<file path="config.mk">
export PLATFORM = sky130hd
export DESIGN_NAME = ika87ad_mc_sequencer
export DESIGN_NICKNAME = d
export VERILOG_FILES = /design/src/rtl/ika87ad_mc_sequencer_pkg.sv /design/src/rtl/ika87ad_mc_nextaddr.sv /design/src/rtl/ika87ad_mc_sequencer.sv
export SDC_FILE = /design/constraint.sdc
export NUM_CORES = 1
export LEC_CHECK = 0
export ABC_CLOCK_PERIOD_IN_PS = 1400
export CORE_MARGIN = 2
export CORE_UTILIZATION = 30
export CTS_BUF_LIST = sky130_fd_sc_hd__clkbuf_4
export DETAILED_ROUTE_END_ITERATION = 8
export GPL_ROUTABILITY_DRIVEN = 0
export PLACE_DENSITY = 0.7
export SYNTH_ARGS = -nofsm -noshare
export SYNTH_HDL_FRONTEND = slang
export SYNTH_SLANG_ARGS = --single-unit
</file>
<file path="constraint.sdc">
create_clock -name i_CLK -period 1.4 [get_ports i_CLK]
set_input_delay 0.14 -clock i_CLK [delete_from_list [all_inputs] [get_ports i_CLK]]
set_output_delay 0.14 -clock i_CLK [all_outputs]
set_load 0.02 [all_outputs]
</file>
<file path="src/rtl/ika87ad_mc_sequencer_pkg.sv">
// Shared definitions for the microcode sequencer: microword field positions,
// bus codes, sequencer states and fixed microcode entry addresses.
package ika87ad_mc_sequencer_pkg;

  localparam int MC_ADDR_W = 8;
  localparam int MC_DATA_W = 18;

  localparam int MC_TYPE_MSB    = 17;
  localparam int MC_TYPE_LSB    = 16;
  localparam int MC_END_BIT     = 15;
  localparam int MC_SKIPCHK_BIT = 14;
  localparam int MC_DECWAIT_BIT = 2;
  localparam int MC_BUS_MSB     = 1;
  localparam int MC_BUS_LSB     = 0;

  // DECWAIT only has meaning in microwords of this type
  localparam logic [1:0] MCTYPE_DEC = 2'd3;

  localparam logic [7:0] MC_IRD_ADDR = 8'hFE;
  localparam logic [7:0] MC_NOP_ADDR = 8'h00;
  localparam logic [7:0] MC_INT_ADDR = 8'hF0;

  typedef enum logic [1:0] {
    BUS_RD3 = 2'd0,
    BUS_RD4 = 2'd1,
    BUS_WR3 = 2'd2,
    BUS_WR4 = 2'd3
  } bus_code_e;

  typedef enum logic [1:0] {
    ST_FETCH  = 2'd0,
    ST_LATCH  = 2'd1,
    ST_BWAIT  = 2'd2,
    ST_DECODE = 2'd3
  } seq_state_e;

endpackage

</file>
<file path="src/rtl/ika87ad_mc_nextaddr.sv">
// Next micro-PC selector: decode-wait steps pick interrupt/NOP/decoder entry,
// ordinary steps either return to IRD on END or increment with wrap.
module ika87ad_mc_nextaddr
  import ika87ad_mc_sequencer_pkg::*;
#(
  parameter int               ADDR_W   = MC_ADDR_W,
  parameter logic [ADDR_W-1:0] IRD_ADDR = ADDR_W'(MC_IRD_ADDR),
  parameter logic [ADDR_W-1:0] NOP_ADDR = ADDR_W'(MC_NOP_ADDR),
  parameter logic [ADDR_W-1:0] INT_ADDR = ADDR_W'(MC_INT_ADDR)
) (
  input  logic              mc_end,
  input  logic              dec_wait,
  input  logic              skip,
  input  logic              int_req,
  input  logic [ADDR_W-1:0] dec_entry,
  input  logic [ADDR_W-1:0] upc,
  output logic [ADDR_W-1:0] upc_next
);

  always_comb begin
    upc_next = upc + ADDR_W'(1);
    if (dec_wait) begin
      // interrupt outranks skip; both discard the decoder entry
      if (int_req)   upc_next = INT_ADDR;
      else if (skip) upc_next = NOP_ADDR;
      else           upc_next = dec_entry;
    end else if (mc_end) begin
      upc_next = IRD_ADDR;
    end
  end

endmodule

</file>
<file path="src/rtl/ika87ad_mc_sequencer.sv">
// Microcode sequencer between the microcode ROM and the datapath.
// Optional interrupt entry is enabled by defining IKA87AD_SEQ_INT_EN.
//
// state  | meaning
// FETCH  | drive ROM address = micro-PC, pulse read tick
// LATCH  | capture microword, exec strobe, issue bus request
// BWAIT  | wait for bus done, then step or return to IRD
// DECODE | wait for bus done and decoder entry (any order), then jump
module ika87ad_mc_sequencer
  import ika87ad_mc_sequencer_pkg::*;
#(
  parameter int               ADDR_W   = MC_ADDR_W,
  parameter int               DATA_W   = MC_DATA_W,
  parameter logic [ADDR_W-1:0] IRD_ADDR = ADDR_W'(MC_IRD_ADDR),
  parameter logic [ADDR_W-1:0] NOP_ADDR = ADDR_W'(MC_NOP_ADDR),
  parameter logic [ADDR_W-1:0] INT_ADDR = ADDR_W'(MC_INT_ADDR)
) (
  input  logic              i_CLK,
  input  logic              i_RST,
  input  logic              i_CEN,
  output logic              o_MCROM_READ_TICK,
  output logic [ADDR_W-1:0] o_MCROM_ADDR,
  input  logic [DATA_W-1:0] i_MCROM_DATA,
  output logic [DATA_W-1:0] o_MC,
  output logic              o_MC_EXEC,
  output logic              o_BUS_REQ,
  output logic [1:0]        o_BUS_CODE,
  input  logic              i_BUS_DONE,
  input  logic              i_DEC_VALID,
  input  logic [ADDR_W-1:0] i_DEC_ENTRY,
  input  logic              i_SKIP,
  output logic              o_SKIP_CLR,
  output logic              o_INSTR_END
`ifdef IKA87AD_SEQ_INT_EN
  ,
  input  logic              i_INT_REQ,
  output logic              o_INT_ACK
`endif
);

  seq_state_e        state, state_nxt;
  logic [ADDR_W-1:0] upc, upc_step;
  logic              done_seen, dec_seen;
  logic              run, done_any, dec_any, ld_upc;
  logic              data_decwait, mc_end, int_req;

  // pulses are gated by reset as well so nothing fires while held in reset
  assign run          = i_CEN & ~i_RST;
  assign done_any     = done_seen | i_BUS_DONE;
  assign dec_any      = dec_seen | i_DEC_VALID;
  assign mc_end       = o_MC[MC_END_BIT];
  assign data_decwait = (i_MCROM_DATA[MC_TYPE_MSB:MC_TYPE_LSB] == MCTYPE_DEC) &&
                        i_MCROM_DATA[MC_DECWAIT_BIT];

`ifdef IKA87AD_SEQ_INT_EN
  assign int_req   = i_INT_REQ;
  assign o_INT_ACK = ld_upc && (state == ST_DECODE) && i_INT_REQ;
`else
  assign int_req   = 1'b0;
`endif

  assign o_MCROM_ADDR = upc;
  assign o_BUS_CODE   = (state == ST_LATCH) ? i_MCROM_DATA[MC_BUS_MSB:MC_BUS_LSB]
                                            : o_MC[MC_BUS_MSB:MC_BUS_LSB];

  ika87ad_mc_nextaddr #(
    .ADDR_W   (ADDR_W),
    .IRD_ADDR (IRD_ADDR),
    .NOP_ADDR (NOP_ADDR),
    .INT_ADDR (INT_ADDR)
  ) u_nextaddr (
    .mc_end    (mc_end),
    .dec_wait  (state == ST_DECODE),
    .skip      (i_SKIP),
    .int_req   (int_req),
    .dec_entry (i_DEC_ENTRY),
    .upc       (upc),
    .upc_next  (upc_step)
  );

  always_comb begin
    state_nxt         = state;
    o_MCROM_READ_TICK = 1'b0;
    o_MC_EXEC         = 1'b0;
    o_BUS_REQ         = 1'b0;
    o_SKIP_CLR        = 1'b0;
    o_INSTR_END       = 1'b0;
    ld_upc            = 1'b0;
    case (state)
      ST_FETCH: begin
        o_MCROM_READ_TICK = run;
        if (run) state_nxt = ST_LATCH;
      end
      ST_LATCH: begin
        o_MC_EXEC = run;
        o_BUS_REQ = run;
        if (run) state_nxt = data_decwait ? ST_DECODE : ST_BWAIT;
      end
      ST_BWAIT: begin
        if (run && i_BUS_DONE) begin
          ld_upc      = 1'b1;
          o_INSTR_END = mc_end;
          state_nxt   = ST_FETCH;
        end
      end
      ST_DECODE: begin
        if (run && done_any && dec_any) begin
          ld_upc     = 1'b1;
          o_SKIP_CLR = i_SKIP & ~int_req;
          state_nxt  = ST_FETCH;
        end
      end
      default: state_nxt = ST_FETCH;
    endcase
  end

  always_ff @(posedge i_CLK or posedge i_RST) begin
    if (i_RST) begin
      state     <= ST_FETCH;
      upc       <= IRD_ADDR;
      o_MC      <= '0;
      done_seen <= 1'b0;
      dec_seen  <= 1'b0;
    end else if (i_CEN) begin
      state <= state_nxt;
      if (ld_upc) upc <= upc_step;
      if (state == ST_LATCH) o_MC <= i_MCROM_DATA;
      if ((state == ST_DECODE) && !ld_upc) begin
        done_seen <= done_any;
        dec_seen  <= dec_any;
      end else begin
        done_seen <= 1'b0;
        dec_seen  <= 1'b0;
      end
    end
  end

endmodule

</file>
==> results of run 1 <==
[cells by family after synthesis]
| family | count (synthesis) |
|---|---|
| AO/OA/AOI/OAI | 40 |
| adder cells (fa/ha/maj) | 1 |
| buffers and inverters | 14 |
| flip-flops | 30 |
| multiplexers | 21 |
| AND/OR/NAND/NOR | 31 |
[where the power goes]
group,internal [µW],total [µW],switching [µW]
sequential,1370,1710,334
combinational,1720,3510,1790
clock,417,714,297
[area by class of cell]
type | instances | area [µm²] | area share (%)
Tap cell | 70 | 87.6 | 3.14
Timing Repair Buffer | 106 | 981 | 35.2
Sequential cell | 30 | 761 | 27.3
Clock buffer | 7 | 52.6 | 1.88
Multi-Input combinational cell | 93 | 857 | 30.7
Inverter | 5 | 21.3 | 0.762
Clock inverter | 1 | 30.0 | 1.08
[timing repair]
item	in CTS	in global routing
pin swaps	5	5
gates resized for setup	98	31
gates cloned	1	1
setup endpoints to repair	60	45
buffers inserted	13	5
[synth_stat cells (2+ instances only)]
cell        n  area share, %
clkbuf_1    2           0.49
buf_4       2           0.97
dfstp_2     7             12
buf_2       4            1.3
mux2_2     21             15
nor2_1      6            1.5
o41ai_1     2            1.1
a21oi_1    12            3.9
dfrtp_1    23             37
a2bb2oi_1   2            1.1
nand2b_1    2           0.81
nand3_1     4            1.3
o21a_1      2           0.97
nand2_1     7            1.7
inv_1       5            1.2
a31oi_1     3            1.2
o21ai_0     7            2.3
a211oi_1    2           0.97
nor3_1      3           0.97
nor2b_1     3            1.2
[final timing paths]
| path | startpoint | to | slack, ns | cells past startpoint |
|---|---|---|---|---|
| worst max-delay path | state[1] | o_BUS_CODE[0] | -0.20 | 3 |
| worst min-delay path | i_RST | o_MC[8] | 0.30 | 4 |
| worst max register to register | state[0] | o_MCROM_ADDR[4] | -0.20 | 6 |
| worst min register to register | o_MC[13] | o_MC[13] | 0.51 | 1 |
| max in group asynchronous | i_RST | o_MCROM_ADDR[3] | 0.79 | 4 |
| min in group i_CLK | i_DEC_ENTRY[6] | o_MCROM_ADDR[6] | 0.36 | 3 |
[worst register-to-register path: stages (launching register included)]
cell and delay [ns]:
dfrtp_1 0.38, buf_6 0.14, a21oi_4 0.06, a2111oi_4 0.37, buf_6 0.20, a21bo_1 0.22, a32oi_2 0.16
[state kept, by name (all words and copies together), names as in the netlist]
signal	cells
dec_seen	1
done_seen	1
o_MCROM_ADDR	8
o_MC	18
state	2
[metal layers]
layer	up-vias	track usage (%)
li1	712	-
met1	727	18.8
met2	74	26.1
met3	9	4.50
met4	0	8.58
met5	-	0
[per-stage QoR]
step           setup WS, ns  std cells  area [µm²]  total power (µW)  utilization (%)
6_report             -0.197        312        2790              5930             55.3
5_1_grt              -0.250        312        2790              6310             55.3
4_1_cts              -0.228        306        2650              5600             52.6
3_5_place_dp         -0.490        284        2400              4850             47.7
3_3_place_gp         -0.455        284        2400              4790             47.7
2_1_floorplan       -0.0164        137        1580              3460                -
==> flow_summary.json, run 1 <==
{
  "clock-skew-final_ns": 0.0106,
  "cp_cell_sequence": "and2b_2, mux2_4, buf_6",
  "synthesis.nets": 170,
  "syn_area_um2": 1540,
  "timing.slew.headroom_pct": 76.1,
  "synth-edff-count": 0,
  "drv_cap": 0,
  "worstMarginPinSlew_ns": 0.359,
  "synthSimpleGateAreaFrac_pct": 10.9,
  "synthCells": 137,
  "cts_max_level": 2,
  "status": "finished, violations left",
  "wire_per_inst_um": 15.1,
  "setup_slack_ns": -0.197,
  "synth_xor_area_share_pct": 0,
  "crit_buf_inv": 1,
  "drtAntennaViolNets": 0,
  "arrival_ns": 1.46,
  "rsz0062_at_grt": "true",
  "die_h_um": 75.7,
  "worstPathMaxFanout": 3,
  "final_cell_mix": "31 x buf_4, 30 x clkdlybuf4s50_1, 22 x dfrtp_1, 19 x dlygate4sd2_1, 18 x mux2_2",
  "highest_layer": "met4",
  "area_growth_pct": 80.9,
  "global_route.overflow_total": 0,
  "synth_warnings": 0,
  "final_common_cell": "buf_4",
  "finalSetupViolCount": 15,
  "clockBufferDepth": 2,
  "coreArea_um2": 5040,
  "start_kind": "flop",
  "cp-end-kind": "output pin",
  "synthFlopType": "dfrtp_1",
  "slew_viol_final": 0,
  "dieArea_um2": 5730,
  "synth-async-reset-ratio_pct": 100,
  "final.period_utilization_pct": 114,
  "wl_met3_um": 385,
  "via_per_inst": 4.88,
  "row_count": 26,
  "grt_pass1_vias": 1440,
  "track_usage_pct": 15.9,
  "route.met2.wl_um": 2340,
  "insertion_delay_ns": 0.34,
  "max_stage_delay_ns": 0.38,
  "first_pass_iters": 4,
  "p_leak_uw": 0.00123,
  "setup_tns_ns": -1.64,
  "crit_type": "flop to output pin",
  "avgSynthCellArea_um2": 11.3,
  "drc_errors": 0,
  "diodes": 0,
  "yosysUniqueCellTypes": 38,
  "ys_ff_latch": 30,
  "max_freq_mhz": 626,
  "wl_met1_um": 1880,
  "vdd_drop_max_uv": 1150,
  "worstHoldPathType": "primary input to asynchronous set/reset pin",
  "clk_pin_slew_ns": 0.09,
  "period_minus_slack_ns": 1.60,
  "grt_pass1_wl_um": 6700,
  "vias": 1522,
  "n_fill_cell": 468,
  "critical_path.slowest_cell": "dfrtp_1",
  "cts_root_buf": "clkbuf_4",
  "synth_top_family_by_area": "compound AO/OA/AOI/OAI gates",
  "grt_max_degree": 20,
  "synth-compound-area-share_pct": 19.0,
  "synth-adder-area-share_pct": 0.811,
  "antenna_found_initial": 0,
  "p_per_area_nw_per_um2": 2130,
  "cts_tree": "done",
  "drtIter0Drc": 67,
  "initial_core_util_pct": 30.6,
  "failed_checks": "negative setup slack",
  "place_hpwl_um": 3020,
  "layout-drive-gt1-share_pct": 49.6,
  "final_nets": 274,
  "hold_buffers": 0,
  "ys_seq_area_share_pct": 49.2,
  "postRouteWirelength_um": 4700,
  "cts_made_buffers": 5,
  "crit_family": "flip-flops",
  "worstPathRequired_ns": 1.26,
  "hold_viol": 0,
  "portBuffers": 64,
  "clock_sinks": 30,
  "holdWs_ns": 0.301,
  "die_width_um": 75.7,
  "ioPinCount": 65,
  "synthMuxAreaShare_pct": 15.3
}
Note: power is estimated with default switching activity, not from simulation.
==> inputs of run 2 (changes only) <==
CORE_MARGIN = 1   (was 2)
RECOVER_POWER = 50   (was default)
==> flow_summary.json, run 2 (synthesis gave the netlist of run 1 again) <==
{
  "cts_made_buffers": 5,
  "area_growth_pct": 71.2,
  "drc_errors": 0,
  "dieArea_um2": 5430,
  "final_cell_count_no_fill": 301,
  "cp_cell_sequence": "and2b_2, mux2_4, buf_6",
  "slew_viol_final": 0,
  "dp_slack_ns": -0.454,
  "drtAntennaViolNets": 0,
  "critical_path.slowest_cell": "dfrtp_1",
  "worstPathMaxFanout": 3,
  "status": "finished, violations left",
  "worstPathRequired_ns": 1.26,
  "clockBufferDepth": 2,
  "grt_pass1_vias": 1489,
  "period_minus_slack_ns": 1.57,
  "layout-drive-gt1-share_pct": 43.6,
  "die_h_um": 73.7,
  "clock-skew-final_ns": 0.0101,
  "clk_pin_slew_ns": 0.10,
  "arrival_ns": 1.43,
  "regMostFlops": "o_MC",
  "diodes": 0,
  "hold_viol": 0,
  "insertion_delay_ns": 0.33,
  "cts_max_level": 2,
  "p_leak_uw": 0.00115,
  "grt_pass1_wl_um": 6870,
  "timing.slew.headroom_pct": 44.2,
  "via_per_inst": 4.86,
  "coreArea_um2": 4850,
  "drv_cap": 0,
  "final_common_cell": "clkdlybuf4s50_1",
  "worstMarginPinSlew_ns": 0.836,
  "final.period_utilization_pct": 112,
  "grt_max_degree": 20,
  "max_stage_delay_ns": 0.39,
  "fin_util_pct": 54.5,
  "first_pass_iters": 4,
  "ioPinCount": 65,
  "vias": 1463,
  "stdcell_area_um2": 2640,
  "portBuffers": 64,
  "rsz0062_at_grt": "true",
  "placedCellCount": 282,
  "wire_per_inst_um": 14.0,
  "die_width_um": 73.7,
  "vdd_drop_max_uv": 1200,
  "row_count": 25,
  "placed_cell_area_um2": 2410,
  "worstHoldPathType": "primary input to flop",
  "antenna_found_initial": 0,
  "global_route.overflow_total": 0,
  "track_usage_pct": 16.9,
  "place_hpwl_um": 2800,
  "largest_reg_flops": 18,
  "crit_buf_inv": 1,
  "cts_tree": "done",
  "setup_slack_ns": -0.169,
  "postRouteWirelength_um": 4210,
  "final_nets": 266,
  "crit_type": "flop to output pin",
  "max_freq_mhz": 637,
  "initial_core_util_pct": 31.8,
  "cp-end-kind": "output pin",
  "cts_root_buf": "clkbuf_4",
  "p_per_area_nw_per_um2": 2050,
  "final_cell_mix": "30 x clkdlybuf4s50_1, 24 x buf_4, 23 x dfrtp_1, 19 x dlygate4sd2_1, 18 x mux2_2",
  "clock_sinks": 30,
  "finalSetupViolCount": 20,
  "start_kind": "flop",
  "setup_tns_ns": -1.17,
  "drtIter0Drc": 63,
  "failed_checks": "negative setup slack",
  "crit_family": "flip-flops"
}
-- run 2: cell count changes in the layout (fill, tap and decap cells not counted), moves of 2 or more --
cell,delta
a21oi_1,+3
clkbuf_1,+2
a21oi_2,-4
buf_6,-4
buf_4,-7
nand2_4,-2
nor2_2,+2
-- run 2: layout make-up --
type,count,area [µm²]
multi-input cells,93,830
clock buffers,6,45.0
clock inverters,2,8.76
flip-flops and latches,30,759
fillers,430,2210
inverters,5,18.8
well taps,67,83.8
repair buffers,98,896
-- run 2: power breakdown --
group,internal [µW],total (µW),leakage (µW),switching [µW]
logic,1550,3210,0.000769,1660
registers,1370,1700,0.000347,331
clock network,208,508,0.0000331,300
-- run 2: metrics by stage --
step	hold WS [ns]	total power, µW
2_1_floorplan	0.226	3460
3_3_place_gp	0.486	4730
3_5_place_dp	0.493	4770
4_1_cts	0.311	5270
5_1_grt	0.360	5790
6_report	0.350	5420
-- run 2: worst paths after layout --
kind / endpoint / start / slack, ns / cells past startpoint
min in group asynchronous: o_MC[2] / i_RST / 0.42 / 4
max: o_BUS_CODE[0] / state[1] / -0.17 / 3
min: o_MCROM_ADDR[6] / i_DEC_ENTRY[6] / 0.35 / 3
min reg2reg: o_MC[11] / o_MC[11] / 0.51 / 1
max reg2reg: o_MCROM_ADDR[4] / dec_seen / -0.12 / 6
max in group asynchronous: dec_seen / i_RST / 0.30 / 4
-- run 2: layer usage --
layer	track usage, %	wire [µm]	share of wire, %	up-vias
met3	6.17	300	7.1	10
li1	-	-	-	694
met4	6.62	69	1.6	0
met1	19.8	1840	44	702
met2	27.8	2000	48	57
met5	0	0	0	-
-- run 2: what timing repair did --
action,CTS,global route
pin swaps,4,3
buffers inserted,7,3
endpoints found under the setup margin,59,43
gates cloned,1,1
hold buffers,0,0
resized for setup,98,21
hold endpoints to repair,0,0
-- run 2: tightest hold or removal path, delay by kind of cell --
kind                   cells  cell delay [ns]
buffers and inverters      1             0.41
AOI/OAI and AO/OA          1             0.07
and+or+nand+nor            1             0.06
==> inputs of run 3 (changes only) <==
CORE_MARGIN = 3   (was 1)
==> flow_summary.json, run 3 (synthesis gave the netlist of run 1 again) <==
{
  "antenna_found_initial": 0,
  "period_minus_slack_ns": 1.59,
  "cts_root_buf": "clkbuf_4",
  "final_nets": 271,
  "rrSetupSlack_ns": -0.17,
  "final_cell_count_no_fill": 305,
  "crit_type": "flop to output pin",
  "final_common_cell": "clkdlybuf4s50_1",
  "vdd_drop_max_uv": 1320,
  "clockBufferDepth": 2,
  "grt_pass1_wl_um": 7110,
  "cp-end-kind": "output pin",
  "dp_slack_ns": -0.455,
  "clock_sinks": 30,
  "die_width_um": 77.7,
  "p_per_area_nw_per_um2": 2040,
  "hold_buffers": 0,
  "clock-skew-final_ns": 0.00304,
  "n_fill_cell": 433,
  "area_growth_pct": 78.2,
  "arrival_ns": 1.45,
  "drv_cap": 0,
  "via_per_inst": 4.91,
  "layout-drive-gt1-share_pct": 45.0,
  "hp-start": "i_DEC_ENTRY[6]",
  "final_cell_mix": "31 x clkdlybuf4s50_1, 22 x dfrtp_1, 22 x buf_4, 20 x dlygate4sd2_1, 19 x buf_6",
  "global_route.overflow_total": 0,
  "slew_viol_final": 0,
  "wire_per_inst_um": 14.8,
  "worstHoldPathType": "primary input to flop",
  "postRouteWirelength_um": 4510,
  "r2r-start": "state[1]",
  "cts_tree": "done",
  "drc_errors": 0,
  "setup_slack_ns": -0.185,
  "top_usage_layer": "met2",
  "finalSetupViolCount": 31,
  "row_count": 25,
  "insertion_delay_ns": 0.32,
  "dieArea_um2": 6040,
  "initial_core_util_pct": 31.8,
  "globalRouteMet2Util_pct": 24.6,
  "failed_checks": "negative setup slack",
  "vias": 1497,
  "critPathLaunch": "state[1]",
  "first_pass_iters": 4,
  "start_kind": "flop",
  "portBuffers": 64,
  "clk_pin_slew_ns": 0.10,
  "drtAntennaViolNets": 0,
  "hold_viol": 0,
  "die_h_um": 77.7,
  "final.period_utilization_pct": 113,
  "timing.slew.headroom_pct": 60.5,
  "cts_made_buffers": 5,
  "use_met1_pct": 16.9,
  "ioPinCount": 65,
  "worstPathMaxFanout": 3,
  "largest_reg_flops": 18,
  "cts_max_level": 2,
  "grt_max_degree": 23,
  "place_hpwl_um": 3040,
  "track_usage_pct": 14.7,
  "met3_usage_pct": 6.26,
  "rsz0062_at_grt": "true",
  "diodes": 0,
  "worstPathRequired_ns": 1.26,
  "worstMarginPinSlew_ns": 0.592,
  "drtIter0Drc": 62,
  "p_leak_uw": 0.00119,
  "max_freq_mhz": 631,
  "regMostFlops": "o_MC",
  "coreArea_um2": 4850,
  "status": "finished, violations left",
  "placedCellCount": 284,
  "grt_pass1_vias": 1570
}
-- run 3: cell type report --
type                    count  area (µm²)  area share, %
clock buffers               5        37.5           1.37
clock inverters             2        10.0          0.364
inverters                   5        18.8          0.683
multi-input cells          93         843           30.7
flip-flops and latches     30         761           27.7
well taps                  67        83.8           3.05
repair buffers            103         995           36.2
-- run 3: report_power, final --
| part | leakage, µW | total (µW) | switching (µW) | internal (µW) |
|---|---|---|---|---|
| Clock | 0.0000308 | 490 | 310 | 180 |
| Sequential | 0.000346 | 1690 | 320 | 1370 |
| Combinational | 0.000816 | 3420 | 1700 | 1720 |
| Total | 0.00119 | 5610 | 2330 | 3270 |
-- run 3: path summary, 6_finish.rpt --
kind / to / depth (start not counted)
hold reg to reg: o_MC[8] / 1
setup reg to reg: o_MC[9] / 6
max in group asynchronous: o_MCROM_ADDR[0] / 4
hold / removal: o_MCROM_ADDR[6] / 3
setup / recovery: o_BUS_CODE[1] / 3
min in group asynchronous: o_MC[6] / 4
-- run 3: per-stage QoR --
| stage | setup TNS, ns | util [%] | area, µm² | total power, µW | hold WS, ns |
|---|---|---|---|---|---|
| after detailed placement | -10.39 | 50.2 | 2440 | 4830 | 0.494 |
| after floorplan | -0.0164 | - | 1580 | 3460 | 0.226 |
| after CTS | -1.09 | 52.9 | 2570 | 5220 | 0.330 |
| after global routing | -5.78 | 56.7 | 2750 | 5990 | 0.373 |
| after global placement | -10.33 | 50.2 | 2440 | 4790 | 0.487 |
| final | -3.91 | 56.7 | 2750 | 5610 | 0.366 |
-- run 3: timing repair --
action	4_1_cts	5_1_grt
setup endpoints to repair	59	38
pin swaps	5	7
buffers inserted	6	6
gates cloned	0	2
gates resized for setup	89	31
-- run 3: worst max-delay path, cell delays in order, from the launching register on --
cell and delay [ns]:
dfrtp_1 0.40, and2b_2 0.27, mux2_4 0.31, buf_6 0.13
-- run 3: per-layer routing --
layer | vias up | wire (µm)
met5 | - | 0
met4 | 0 | 51
met3 | 7 | 393
met2 | 60 | 2170
met1 | 729 | 1890
li1 | 701 | -
